## src/rtl/trap_sequencer.sv

```systemverilog
// ============================================================================
// Module      : trap_sequencer
// Description : Serialises trap entry, mret return and wfi sleep between the
//               writeback stage, the CSR file and fetch. Each event flushes
//               the pipeline for FLUSH_CYCLES cycles, commits CSR state on the
//               first flush cycle, then offers one PC redirect to fetch over a
//               valid/ready handshake.
//               Optional feature macro: VECTORED_MTVEC_EN (vectored interrupt
//               targets when mtvec[1:0] == 2'b01).
// Revision    : 1.0 - initial release
// ============================================================================
`default_nettype none

module trap_sequencer #(
    parameter int FLUSH_CYCLES = 2
) (
    input  logic        clk,
    input  logic        reset_n,
    input  logic        trap_in,
    input  logic        mret_in,
    input  logic        wfi_in,
    input  logic [31:0] ecp_in,
    input  logic [3:0]  ecause_in,
    input  logic        interrupt_in,
    input  logic        irq_pending,
    input  logic [31:0] mtvec,
    input  logic [31:0] mepc,
    output logic        flush,
    output logic        stall_fetch,
    output logic        csr_trap_commit,
    output logic        csr_mret_commit,
    output logic [31:0] trap_epc,
    output logic [4:0]  trap_cause,
    output logic        redirect_valid,
    output logic [31:0] redirect_pc,
    input  logic        redirect_ready,
    output logic        busy
);

    typedef enum logic [1:0] {
        S_IDLE     = 2'd0,
        S_WFI      = 2'd1,
        S_FLUSH    = 2'd2,
        S_REDIRECT = 2'd3
    } state_t;

    // Counter is preloaded with FLUSH_CYCLES-1 so that the FLUSH state lasts
    // exactly FLUSH_CYCLES cycles including the entry cycle.
    localparam logic [3:0] c_cnt_load  = 4'(FLUSH_CYCLES - 1);
    localparam logic       c_kind_trap = 1'b0;
    localparam logic       c_kind_mret = 1'b1;

    state_t      r_state;
    logic [3:0]  r_cnt;
    logic        r_kind;

    logic [31:0] w_base;
    logic [31:0] w_target;
    logic        w_unused;

    // The low two bits of both CSRs are never part of a target address.
    assign w_unused = &{1'b0, mtvec[1:0], mepc[1:0]};

    // Redirect target, sampled into redirect_pc when REDIRECT is entered.
    always_comb begin
        w_base   = {mtvec[31:2], 2'b00};
        w_target = w_base;
        if (r_kind == c_kind_mret) begin
            w_target = {mepc[31:2], 2'b00};
        end
`ifdef VECTORED_MTVEC_EN
        else if (trap_cause[4] && (mtvec[1:0] == 2'b01)) begin
            w_target = w_base + {26'd0, trap_cause[3:0], 2'b00};
        end
`endif
    end

    // Sequencer FSM with all outputs registered.
    always_ff @(posedge clk or negedge reset_n) begin
        if (!reset_n) begin
            r_state         <= S_IDLE;
            r_cnt           <= 4'd0;
            r_kind          <= c_kind_trap;
            flush           <= 1'b0;
            stall_fetch     <= 1'b0;
            csr_trap_commit <= 1'b0;
            csr_mret_commit <= 1'b0;
            trap_epc        <= 32'd0;
            trap_cause      <= 5'd0;
            redirect_valid  <= 1'b0;
            redirect_pc     <= 32'd0;
            busy            <= 1'b0;
        end else begin
            // Commit strobes live for the first FLUSH cycle only.
            csr_trap_commit <= 1'b0;
            csr_mret_commit <= 1'b0;

            case (r_state)
                S_IDLE, S_WFI: begin
                    if (trap_in) begin
                        // Trap wins over mret, wfi and a pending wake-up.
                        r_state         <= S_FLUSH;
                        r_cnt           <= c_cnt_load;
                        r_kind          <= c_kind_trap;
                        trap_epc        <= ecp_in;
                        trap_cause      <= {interrupt_in, ecause_in};
                        flush           <= 1'b1;
                        stall_fetch     <= 1'b0;
                        csr_trap_commit <= 1'b1;
                        busy            <= 1'b1;
                    end else if (r_state == S_WFI) begin
                        if (irq_pending) begin
                            // Wake only; the interrupt arrives later as trap_in.
                            r_state     <= S_IDLE;
                            stall_fetch <= 1'b0;
                            busy        <= 1'b0;
                        end
                    end else if (mret_in) begin
                        r_state         <= S_FLUSH;
                        r_cnt           <= c_cnt_load;
                        r_kind          <= c_kind_mret;
                        flush           <= 1'b1;
                        csr_mret_commit <= 1'b1;
                        busy            <= 1'b1;
                    end else if (wfi_in) begin
                        r_state     <= S_WFI;
                        stall_fetch <= 1'b1;
                        busy        <= 1'b1;
                    end
                end

                S_FLUSH: begin
                    if (r_cnt == 4'd0) begin
                        r_state        <= S_REDIRECT;
                        redirect_valid <= 1'b1;
                        redirect_pc    <= w_target;
                    end else begin
                        r_cnt <= r_cnt - 4'd1;
                    end
                end

                S_REDIRECT: begin
                    // Hold valid and pc until fetch takes the redirect.
                    if (redirect_ready) begin
                        r_state        <= S_IDLE;
                        flush          <= 1'b0;
                        redirect_valid <= 1'b0;
                        redirect_pc    <= 32'd0;
                        trap_epc       <= 32'd0;
                        trap_cause     <= 5'd0;
                        busy           <= 1'b0;
                    end
                end

                default: begin
                    r_state <= S_IDLE;
                end
            endcase
        end
    end

endmodule

`default_nettype wire

```

## config.mk

```make
export PLATFORM = sky130hd
export DESIGN_NAME = trap_sequencer
export DESIGN_NICKNAME = d
export VERILOG_FILES = /design/src/rtl/trap_sequencer.sv
export SDC_FILE = /design/constraint.sdc
export NUM_CORES = 1
export LEC_CHECK = 0
export ABC_AREA = 1
export CORE_MARGIN = 4
export CORE_UTILIZATION = 41
export DETAILED_ROUTE_END_ITERATION = 7
export PLACE_DENSITY = 0.91
export SETUP_SLACK_MARGIN = 0.5
export SLEW_MARGIN = 20
export SYNTH_ARGS = -nofsm -noshare
export SYNTH_HDL_FRONTEND = slang
export SYNTH_SLANG_ARGS = --single-unit
```

## constraint.sdc

```tcl
create_clock -name clk -period 1.8 [get_ports clk]
set_clock_uncertainty 0.2 [all_clocks]
set_input_delay 0.27 -clock clk [delete_from_list [all_inputs] [get_ports clk]]
set_output_delay 0.27 -clock clk [all_outputs]
set_load 0.005 [all_outputs]
```

After elaboration in Yosys (flattened, before gate mapping)
Index checks and enable logic that the tools add are counted.
Storage, ports and cells
  bits in writable memories: 0
  input bits: 108
  latch bits: 0
  memories kept: 0
  word-level logic and storage cells: 88
  output and inout bits: 75
  flip-flop bits (word level): 82
  memory bits (read-only): 0
Operators by class
  bitwise operators: 0
  multipliers: 0
  shift-type cells: 0
  div/mod/pow operators: 0
  mux-type cells: 45
  order comparisons: 0
  reduce and logical (&&, ||, !) cells: 16
  equal/unequal tests: 14
  add/subtract/negate cells: 1
Operators with widths (number)
  32-bit two-way mux: 4
  32-bit one-hot mux with 2 select lines: 2
  1-bit two-way mux: 20
  4-bit AND reduction: 5
  4-bit two-way mux: 4
  2-bit two-way mux: 7
  5-bit two-way mux: 2
  2-bit != test (second input constant): 5
  5-bit one-hot mux with 2 select lines: 1
  3-bit != test (second input constant): 3
  3-bit AND reduction: 3
  4-bit one-hot mux with 2 select lines: 1
  2-bit nonzero test: 4
  1-bit one-hot mux with 2 select lines: 3
  2-bit one-hot mux with 3 select lines: 1
  5-bit != test (second input constant): 1
  2-bit equality test (second input constant): 2
  4-bit zero test: 1
  4-bit != test (second input constant): 1
  4-bit by 1-bit subtractor with 4-bit output (second input constant): 1
  3-bit by 2-bit != test with 1-bit output (second input constant): 1
  3-bit nonzero test: 1
  2-bit by 1-bit equality test with 1-bit output (second input constant): 1
  2-bit zero test: 1
  2-bit OR reduction: 1

Depth between registers and ports, before layout
  depth after elaboration: 5
  mapped depth: 9
  depth with buffers taken out: 8

Worst setup path after synthesis
OpenSTA, ideal clock, no wires.
  path kind: register to register
  from: register r_cnt[0]
  to: register redirect_pc[20]
  cell stages (with the launch flop): 9
  arrival time: 1.175 ns
  setup time: 0.122 ns
  setup slack: 0.303 ns
  buffers on the path: 1
  data required time: 1.478 ns
  period minus slack after synthesis: 1.497 ns
  path through: dfrtp_1 -> inv_1 -> ha_1 -> nand2_1 -> nor2_4 -> inv_4 -> buf_6 -> nand3_2 -> o21ai_1
Between the ends
  longest elaborated chain between the ends: 3
Ends and longest elaborated chain
  start, declared: line 54  | logic [3:0] r_cnt;
  start signal, assigned: line 103  | r_cnt <= c_cnt_load;
  start signal, assigned: line 120  | r_cnt <= c_cnt_load;
  start signal, assigned: line 138  | r_cnt <= r_cnt - 4'd1;
  4-bit zero test: line 133  | if (r_cnt == 4'd0) begin
  2-bit != test (no source line)
  3-bit AND reduction (no source line)
  end signal, assigned: line 136  | redirect_pc <= w_target;
  end, declared: line 35  | output logic [31:0] redirect_pc,
Every way passes these cells.
A chain may end at the register's enable or synchronous reset.

Worst setup path after layout
  from: input trap_in
  to: register r_state[0]
Between the ends
  longest elaborated chain between the ends: 2
  elaborated cells on any way between the ends: 5
  classes of those cells: 2 x eq/ne; 2 x mux; 1 x reduce/logical
Ends and longest elaborated chain
  start, declared: line 19  | input logic trap_in,
  5-bit != test (no source line), or another cell as far along
  4-bit AND reduction (no source line) / 2-bit one-hot mux with 3 select lines (equally long branches)
  end signal, assigned: line 81  | r_state <= S_IDLE;
  end signal, assigned: line 102  | r_state <= S_FLUSH;
  end signal, assigned: line 114  | r_state <= S_IDLE;
  end, declared: line 53  | state_t r_state;
Several ways; a longest one is shown, not always the timed one.

==> results.json <==
{
  "htreeDepth": 3,
  "final-max-slew-violation-count": 0,
  "avgSynthCellArea_um2": 9.622,
  "initial_core_util_pct": 42.16,
  "fin_nets": 738,
  "r2r_end": "redirect_pc[3]",
  "drcViolationCount": 0,
  "ys_ff_latch": 80,
  "cap_violations": 0,
  "yosysUniqueCellTypes": 28,
  "area_growth_pct": 72.20,
  "synth-main-ff-cell": "dfrtp_1",
  "via_count": 3849,
  "placed_cells": 651,
  "portBuffers": 176,
  "die_h_um": 102.9,
  "crit_type": "in2reg",
  "cp-end-kind": "register",
  "core_um2": 8763,
  "antenna_cells": 0,
  "antenna_found_initial": 0,
  "dp_hpwl_um": 7873,
  "ys_seq_area_share_pct": 54.18,
  "finalSetupViolations": 0,
  "ff2ff_path_depth": 8,
  "synth_common_cells": "101 x nand2_1, 80 x dfrtp_1, 70 x nand3_1, 30 x mux2i_1, 16 x o21ai_2",
  "final_area_um2": 6362,
  "via_per_inst": 5.187,
  "cts_num_sinks": 80,
  "period_minus_slack_ps": 1611,
  "row_count": 34,
  "dr.pass1.iters": 4,
  "syn-cell-area_um2": 3695,
  "status": "complete, no violations",
  "drive_above_1_share_pct": 37.07,
  "initialDrtViolationCount": 162,
  "synth.most_common_cell": "nand2_1",
  "grt_pass1_wl_um": 17630,
  "clock_latency_ps": 350,
  "worstSetupStartpointType": "input pin",
  "cts.clk_slew.worst_paths_ps": 100,
  "worst-path-max-fanout": 4,
  "cts_buffers": 9,
  "final_cells": 742,
  "cts.path.max_buffers": 2,
  "ir_drop_v": 0.0007674,
  "period_share_pct": 89.49,
  "cts-root-buf": "clkbuf_8",
  "syn_inst": 384,
  "cp.required_ps": 1880,
  "routed_wl_um": 13250,
  "synth_area_leaders": "dfrtp_1 54%, nand2_1 10%, nand3_1 9.5%, mux2i_1 8.1%, o21ai_2 3.8%",
  "wl_per_cell_um": 17.85,
  "dpl-instance-area_um2": 5545,
  "overflow": 0,
  "tns_ps": 0,
  "total_leakage_power_nw": 3.257,
  "cp.arrival_ps": 1690,
  "fmax_ghz": 0.6208,
  "powerDensity_nw_per_um2": 1501,
  "rsz0062_at_grt": "true",
  "reg2reg_setup_slack_ps": 240,
  "antenna_left": 0,
  "first_global_vias": 3698,
  "synth_edf_count": 0,
  "die_w_um": 102.9,
  "n_fill_cell": 631,
  "yosys.area.top_type": "dfrtp_1",
  "die_area_um2": 10590,
  "grt_usage_pct": 21.43,
  "ioPinCount": 183,
  "r2r-start": "r_state[1]",
  "grt_max_degree": 39,
  "globalplace.congestion": 0.8185,
  "holdWs_ps": 143.4,
  "hp-class": "in2async",
  "hold_viol": 0,
  "yosysTopAreaCellShare_pct": 54.18,
  "cts_tree": "done",
  "yosysWarnings": 0,
  "async_reset_ff_share_pct": 100.0
}
## how the worst max path moves through the flow
stage	to	startpoint	depth (start not counted)	slack [ps]
after global placement	redirect_pc[12]	r_cnt[0]	7	80
after floorplan	redirect_pc[11]	r_state[0]	8	400
final	r_state[0]	trap_in	8	190
after global routing	r_state[0]	trap_in	8	140
after CTS	redirect_pc[3]	r_cnt[0]	8	280
after detailed placement	redirect_pc[22]	r_cnt[0]	7	6
## layout by cell type, fill, tap and decap left out, types with 8 or more instances in the layout
cell	n
mux2i_1	30
nand2_1	93
dfrtp_1	78
clkdlybuf4s50_1	102
buf_6	8
nand3_1	61
clkbuf_8	10
buf_4	62
nand3_2	10
o21ai_2	16
o21ai_1	16
buf_2	73
## kinds of logic (layout without fill, tap and decap cells)
family	Yosys count	in the layout	share of synthesized area, %
xor gates and xnor gates	2	2	0.4742
DFF	80	80	54.18
AOI/OAI and AO/OA	40	40	7.315
other	1	2	0.1015
and+or+nand+nor	189	189	22.32
adders and majority gates	1	1	0.3386
buffers and inverters	41	290	7.145
muxes	30	30	8.127
## layer usage
layer / share of wire, % / vias up / track usage, %
li1: - / 1769 / -
met3: 9.5 / 21 / 6.292
met2: 52 / 195 / 38.58
met5: 0 / - / 0
met4: 1.5 / 0 / 6.275
met1: 38 / 1864 / 24.59
## where the power goes
group | switching, mW | internal (mW) | total, mW
Clock | 0.674 | 0.824 | 1.50
Combinational | 2.41 | 2.64 | 5.05
Sequential | 0.469 | 2.53 | 3.00
## registers in the layout, summed over array words and instances, names as in the netlist
name,flops
busy,1
redirect_pc,30
redirect_valid,1
trap_epc,32
csr_trap_commit,1
trap_cause,5
r_kind,1
r_state,2
stall_fetch,1
r_cnt,4
csr_mret_commit,1
flush,1
## what timing repair did
| item | CTS | global route |
|---|---|---|
| gates resized for setup | 327 | 33 |
| endpoints found under the setup margin | 151 | 152 |
| hold endpoints to repair | 80 | 0 |
| setup buffers | 35 | 30 |
| pin swaps | 7 | 16 |
| hold buffers | 1 | 0 |
| gates cloned | 4 | 5 |
## stage by stage
| step | setup slack (ps) | total power [mW] | util (%) |
|---|---|---|---|
| after floorplan | 399.0 | 5.045 | - |
| after global placement | 81.14 | 6.832 | 63.28 |
| after detailed placement | 6.255 | 7.037 | 63.28 |
| after CTS | 282.9 | 8.735 | 67.36 |
| after global routing | 138.1 | 10.12 | 72.60 |
| final | 189.1 | 9.550 | 72.60 |
## layout make-up
class                           instances  area, um2  share of cell area [%]
Clock buffer                           10      137.6                   2.163
Clock inverter                          6      92.59                   1.455
Inverter                               12      72.57                   1.141
Multi-Input combinational cell        264       1612                   25.33
Sequential cell                        80       2004                   31.50
Tap cell                              108      135.1                   2.124
Timing Repair Buffer                  260       2272                   35.71
Timing Repair inverter                  2      36.28                  0.5703
## critical path, cell delays in order
cell             delay, ps
clkdlybuf4s50_1        570
nor2_2                 290
nand2_2                140
nor2_2                 170
nor2_4                  50
nand2_1                 70
nand2_1                 60
nand2_1                 60
(Power assumes the default switching activity.)
